File: src/rtl/serial_bit_source.sv
// serial_bit_source
//   Parallel-to-serial stage feeding the serial pattern detector. Words arrive
//   over a valid/ready handshake into a one-word holding buffer. A shift
//   register then emits them one bit per bit_en cycle on x. Because the buffer
//   reloads the shifter on the edge that consumes the last bit, consecutive
//   words stream with no gap between them.
//
//   State table:
//     IDLE  | shifter empty; loads the buffer on the next edge if it is full
//     SHIFT | x carries a real bit; advances only when bit_en=1
//
// Parameters
//   WIDTH     word width in bits (>= 2)
//   MSB_FIRST 1: bit WIDTH-1 is sent first; 0: bit 0 is sent first
//
// Ports
//   clk       system clock, rising edge
//   rst       asynchronous active-low reset
//   in_data   parallel word to serialize
//   in_valid  in_data is valid this cycle
//   in_ready  holding buffer can take a word (registered, no path from inputs)
//   bit_en    downstream pacing; the shifter advances only when high
//   x         current serial bit (0 when x_valid=0)
//   x_valid   x carries a real bit
//   x_last    x is the final bit of the current word
//   busy      shifter active or holding buffer occupied
module serial_bit_source #(
    parameter int          WIDTH     = 8,
    parameter int unsigned MSB_FIRST = 1
) (
    input  logic             clk,
    input  logic             rst,
    input  logic [WIDTH-1:0] in_data,
    input  logic             in_valid,
    output logic             in_ready,
    input  logic             bit_en,
    output logic             x,
    output logic             x_valid,
    output logic             x_last,
    output logic             busy
);

    localparam int             CW       = $clog2(WIDTH);
    localparam logic [CW-1:0]  CNT_LAST = CW'(WIDTH - 1);

    typedef enum logic {
        IDLE  = 1'b0,
        SHIFT = 1'b1
    } state_t;

    state_t           state_q, state_d;
    logic [WIDTH-1:0] shift_q, shift_d;
    logic [WIDTH-1:0] hold_q, hold_d;
    logic             hold_full_q, hold_full_d;
    logic [CW-1:0]    cnt_q, cnt_d;
    logic             accept;
    logic             last_bit;

    always_ff @(posedge clk or negedge rst) begin
        if (!rst) begin
            state_q     <= IDLE;
            shift_q     <= '0;
            hold_q      <= '0;
            hold_full_q <= 1'b0;
            cnt_q       <= '0;
        end else begin
            state_q     <= state_d;
            shift_q     <= shift_d;
            hold_q      <= hold_d;
            hold_full_q <= hold_full_d;
            cnt_q       <= cnt_d;
        end
    end

    // in_ready is forced low while reset is held so nothing is accepted then.
    assign in_ready = rst && !hold_full_q;
    assign accept   = in_valid && in_ready;
    assign last_bit = (cnt_q == CNT_LAST);

    always_comb begin
        state_d     = state_q;
        shift_d     = shift_q;
        hold_d      = hold_q;
        hold_full_d = hold_full_q;
        cnt_d       = cnt_q;

        // A write needs hold_full=0 and a load needs hold_full=1, so the two
        // updates of hold_full_d below never collide on the same edge.
        if (accept) begin
            hold_d      = in_data;
            hold_full_d = 1'b1;
        end

        unique case (state_q)
            IDLE: begin
                if (hold_full_q) begin
                    shift_d     = hold_q;
                    hold_full_d = 1'b0;
                    cnt_d       = '0;
                    state_d     = SHIFT;
                end
            end
            SHIFT: begin
                if (bit_en) begin
                    if (!last_bit) begin
                        if (MSB_FIRST != 0) shift_d = {shift_q[WIDTH-2:0], 1'b0};
                        else                shift_d = {1'b0, shift_q[WIDTH-1:1]};
                        cnt_d = cnt_q + CW'(1);
                    end else if (hold_full_q) begin
                        shift_d     = hold_q;
                        hold_full_d = 1'b0;
                        cnt_d       = '0;
                    end else begin
                        state_d = IDLE;
                    end
                end
            end
            default: state_d = IDLE;
        endcase
    end

    always_comb begin
        x_valid = (state_q == SHIFT);
        x       = 1'b0;
        if (x_valid) x = (MSB_FIRST != 0) ? shift_q[WIDTH-1] : shift_q[0];
        x_last  = x_valid && last_bit;
        busy    = x_valid || hold_full_q;
    end

endmodule

File: config.mk
export PLATFORM = sky130hd
export DESIGN_NAME = serial_bit_source
export DESIGN_NICKNAME = d
export VERILOG_FILES = /design/src/rtl/serial_bit_source.sv
export SDC_FILE = /design/constraint.sdc
export NUM_CORES = 1
export LEC_CHECK = 0
export ABC_AREA = 1
export BUFFER_PORTS_ARGS = -buffer_cell sky130_fd_sc_hd__buf_2
export CORE_UTILIZATION = 26
export CTS_CLUSTER_DIAMETER = 200
export DETAILED_ROUTE_END_ITERATION = 8
export GPL_TIMING_DRIVEN = 0
export HOLD_SLACK_MARGIN = 0.15
export SLEW_MARGIN = 20
export SYNTH_ARGS = -nofsm -noshare
export SYNTH_HDL_FRONTEND = slang
export SYNTH_SLANG_ARGS = --single-unit
export TNS_END_PERCENT = 100
File: constraint.sdc
create_clock -name clk -period 1.55 [get_ports clk]
set_input_delay 0.0775 -clock clk [delete_from_list [all_inputs] [get_ports clk]]
set_output_delay 0.0775 -clock clk [all_outputs]
set_load 0.01 [all_outputs]
# [After elaboration in Yosys (flattened, before gate mapping)]
# Index checks and enable logic that the tools add are counted.
[op_classes] bitwise_logic=1 shifts=0 n_reduce_logical=5 muxes=18 addsub=1 magnitude_cmp=0 multipliers=0 eq_ne=2 div=0
[ops] cell="$mux 8" n=3
[ops] cell="$pmux 8 s2" n=1
[ops] cell="$mux 3" n=3
[ops] cell="$mux 1" n=8
[ops] cell="$pmux 3 s2" n=1
[ops] cell="$pmux 1 s2" n=2
[ops] cell="$add 3x1->3 const B" n=1
[ops] cell="$eq 3x3->1 const B" n=1
[ops] cell="$logic_and 1x1->1" n=3
[ops] cell="$ne 2x2->1 const B" n=1
[ops] cell="$logic_not 1->1" n=1
[ops] cell="$logic_or 1x1->1" n=1
[ops] cell="$not 1->1" n=1
[totals] ram_bits=0 reg_bits=21 n_memories=0 mem_bits_ro=0 input_bits=12 latchBits=0

# [Longest topological paths before layout]
[logic_depth] word_depth=8 ltp_mapped=8 depth_no_buf=8

# [Worst setup path before layout]
# OpenSTA, ideal clock, no wires.
[synth_path] path_kind="register to register" from="reg cnt_q[0]" to="reg cnt_q[0]" synth_period_minus_slack_ns=1.392 path_buffers=0 t_arrival_ns=1.273 setup_slack_ns=0.158 required_ns=1.431 path_stages_with_launch=9 cell_sequence="dfrtp_1 > ha_1 > ha_1 > inv_2 > nand2_4 > nand2_2 > nand2_2 > nand2_1 > o21ai_2"
[synth_via] elab_chain_cells=4 word_cells_on_any_way=6
[synth_rtl] element="start: declaration" line_no="55" text="logic [CW-1:0] cnt_q, cnt_d;"
[synth_rtl] element="start signal: assignment" line_no="71" text="cnt_q <= cnt_d;"
[synth_rtl] element="$add 3x1->3 (tied with other cells)" line_no="108" text="cnt_d = cnt_q + CW'(1);"
[synth_rtl] element="$mux 3" line_no="105" text="if (!last_bit) begin"
[synth_rtl] element="$mux 3" line_no="104" text="if (bit_en) begin"
[synth_rtl] element="$pmux 3 s2 *" line_no="94" text="unique case (state_q)"
# Mark *: on every way between the ends. The rest lies on a longest branch, timed or not. The select of a mux whose other input is x is not followed.
# A chain may end at the register's enable or synchronous reset.

# [Worst setup path in the final report]
[layout_path] from="reg cnt_q[0]" to="reg shift_q[0]"
[layout_via] elab_chain_cells=4
[layout_rtl] element="$eq 3x3->1" line_no="78" text="assign last_bit = (cnt_q == CNT_LAST);"
[layout_rtl] element="$mux 8" line_no="105"
[layout_rtl] element="$mux 8" line_no="104"
[layout_rtl] element="$pmux 8 s2" line_no="94"
[layout_rtl] element="end signal: assignment" line_no="68" text="shift_q <= shift_d;"
[layout_rtl] element="end: declaration" line_no="52" text="logic [WIDTH-1:0] shift_q, shift_d;"
# No other way between the ends. The select of a mux whose other input is x is not followed.

==> flow_summary.ini <==
[sta]
rsz0062_at_grt = false
worst_clock_skew_ps = 0.9598
min_period_ps = 1384
fmaxAchievable_mhz = 722.6
worst_pin_slew_ps = 534.8
tns_ps = 0
finalSetupViolations = 0
final_hold_viol_count = 0
setup_ws_ps = 166.2
holdWs_ps = 198.4
drv_slew = 0
period_share_pct = 89.28
relSlewSlack_pct = 64.35

[clocking]
path_clk_slew_ps = 70
clk_latency_ps = 260
cts.sinks = 21
numCtsBuffers = 3
htreeDepth = 1
clockRootBuffer = clkbuf_8
cts_tree = yes
cts_buffer_depth = 2

[global_routing]
track_usage_pct = 12.03
grt_max_degree = 22
grt_pass1_vias = 876
antenna_found_initial = 0
grt_pass1_wl_um = 4064
gr-total-overflow = 0

[worst_hold_path]
min_from = in_valid
hold_end = hold_q[4]
holdPathStages = 3
hp-class = in2reg

[power_and_ir_drop]
seqPwrFrac_pct = 46.0
p_comb_share_pct = 36.4
p_switching_mw = 0.7334
pwr_density_cell_mw_per_mm2 = 1405
ir_drop_uv = 716.2
p_leak_nw = 0.7564
clkPwrFrac_pct = 17.6
p_int_mw = 1.285
p_total_mw = 2.018
switching_share_pct = 36.34

[detailed_routing]
vias_per_cell = 4.303
drt_iter0_markers = 101
drt-total-wl_um = 2244
drt-pass1-iter-count = 4
antenna_left = 0
drc = 0
vias = 938
wire_per_inst_um = 10.29

[synthesis]
post_synth_inst_count = 138
netlist_top_cells_area = dfrtp_1 46%, nand2_1 12%, nand3_1 10%
synth_fp_nets = 153
ys_seq_elements = 21
synth_top_area_share_pct = 45.95
synth.most_common_cell = nand2_1
synthTopCellsByCount = 38 x nand2_1, 23 x nand3_1, 21 x dfrtp_1
seq_area_frac_synth_pct = 45.95
yosys_warnings = 0
syn_area_mm2 = 0.001144
synth_cell_types = 18
synth_edf_count = 0
async_reset_ff_share_pct = 100.0
yosysTopAreaCell = dfrtp_1
synth_ff_type = dfrtp_1
synth_area_per_cell_um2 = 8.287

[critical_path]
worstSetupEndpointType = flop
reg2reg_from = cnt_q[0]
startpoint_type = flop
startpoint = cnt_q[0]
path_class = reg2reg
cp.arrival_ps = 1540
critPathMaxFanout = 10
r2r_slack_ps = 170
rr_endpoint = shift_q[0]
worst_ep_required_time_ps = 1700
ff2ff_path_depth = 8

[finish]
design_area_mm2 = 0.001436
syn2layout_area_growth_pct = 25.60
num-fill-cells = 437
regArea_um2 = 525.5
finalCoreUtilization_pct = 34.90
multi_input_area_um2 = 519.2
drive_above_1_share_pct = 26.19
n_antenna_cell = 0
final_cells = 218
fin_nets = 184

[floorplan]
die_h_um = 68.32
start_util_pct = 27.79
dieArea_mm2 = 0.004668
dieWidth_um = 68.32
std_cell_rows = 23
core_mm2 = 0.004115
ioPinCount = 17

[placement]
place_ws_ps = 8.928
placed_cell_area_mm2 = 0.001281
port_buffers = 15
gp_congestion = 0.7257
placedCellCount = 203
dp.final_hpwl_um = 1470

[status]
status = finished clean

[run]
cap_violations = 0
per-layer routing:
metal,GRT usage (%),part of all wire [%],vias to the layer above
li1,-,-,498
met5,0,0,-
met4,2.344,0.62,0
met3,4.000,4.6,2
met2,18.38,42,29
met1,16.45,52,409
worst max path at each step:
stage	endpoint	cells past startpoint	slack [ps]
3_5_place_dp	cnt_q[0]	8	9
5_1_grt	shift_q[3]	7	50
3_3_place_gp	shift_q[0]	8	20
6_report	shift_q[0]	8	170
2_1_floorplan	cnt_q[0]	8	160
4_1_cts	shift_q[0]	8	50
logic make-up after synthesis:
kind of cell / share of synthesized area (%)
adders and majority gates: 3.283
DFF: 45.95
buffers and inverters: 9.299
AOI/OAI and AO/OA: 5.361
and+or+nand+nor: 36.11
final cells by class:
type | count | area share [%]
Inverter | 15 | 3.920
Clock buffer | 4 | 3.136
Buffer | 5 | 3.484
Sequential cell | 21 | 36.59
Tap cell | 50 | 4.355
Timing Repair Buffer | 26 | 12.37
Multi-Input combinational cell | 97 | 36.15
critical path, stage by stage, from the launching register on:
cell and delay, ps:
dfrtp_1 380, ha_1 220, ha_2 210, inv_2 70, nand2_4 90, nand2_4 120, nand2_2 70, nand2_1 70
o21ai_2 50
power by group through the flow:
stage          Combinational [mW]  Sequential [mW]  Clock [mW]
2_1_floorplan               0.560            0.909           0
3_3_place_gp                0.686            0.937           0
3_5_place_dp                0.695            0.947           0
4_1_cts                     0.721            0.938       0.373
5_1_grt                     0.865            0.964       0.402
6_report                    0.734            0.929       0.355
flip-flops by register name, indices dropped and copies added, names as in the netlist:
name / count
shift_q: 8
hold_full_q: 1
hold_q: 8
cnt_q: 3
x_valid: 1
placed cells by master (no fill, tap or decap), drive strengths merged:
master,Yosys,final
dlygate4sd3,0,9
ha,3,3
nor2,16,16
nand2,43,43
inv,15,15
o21ai,3,3
dlymetal6s2s,1,1
buf,3,19
nand4,2,2
nand3,23,23
dfrtp,21,21
clkbuf,1,6
a21oi,7,7
what timing repair did:
action / CTS / global route
hold buffers: 9 / 1
resized for setup: 1 / 1
setup endpoints to repair: 2 / 8
endpoints found under the hold margin: 29 / 21
setup buffers: 0 / 1
Note: power is estimated with default switching activity, not from simulation.
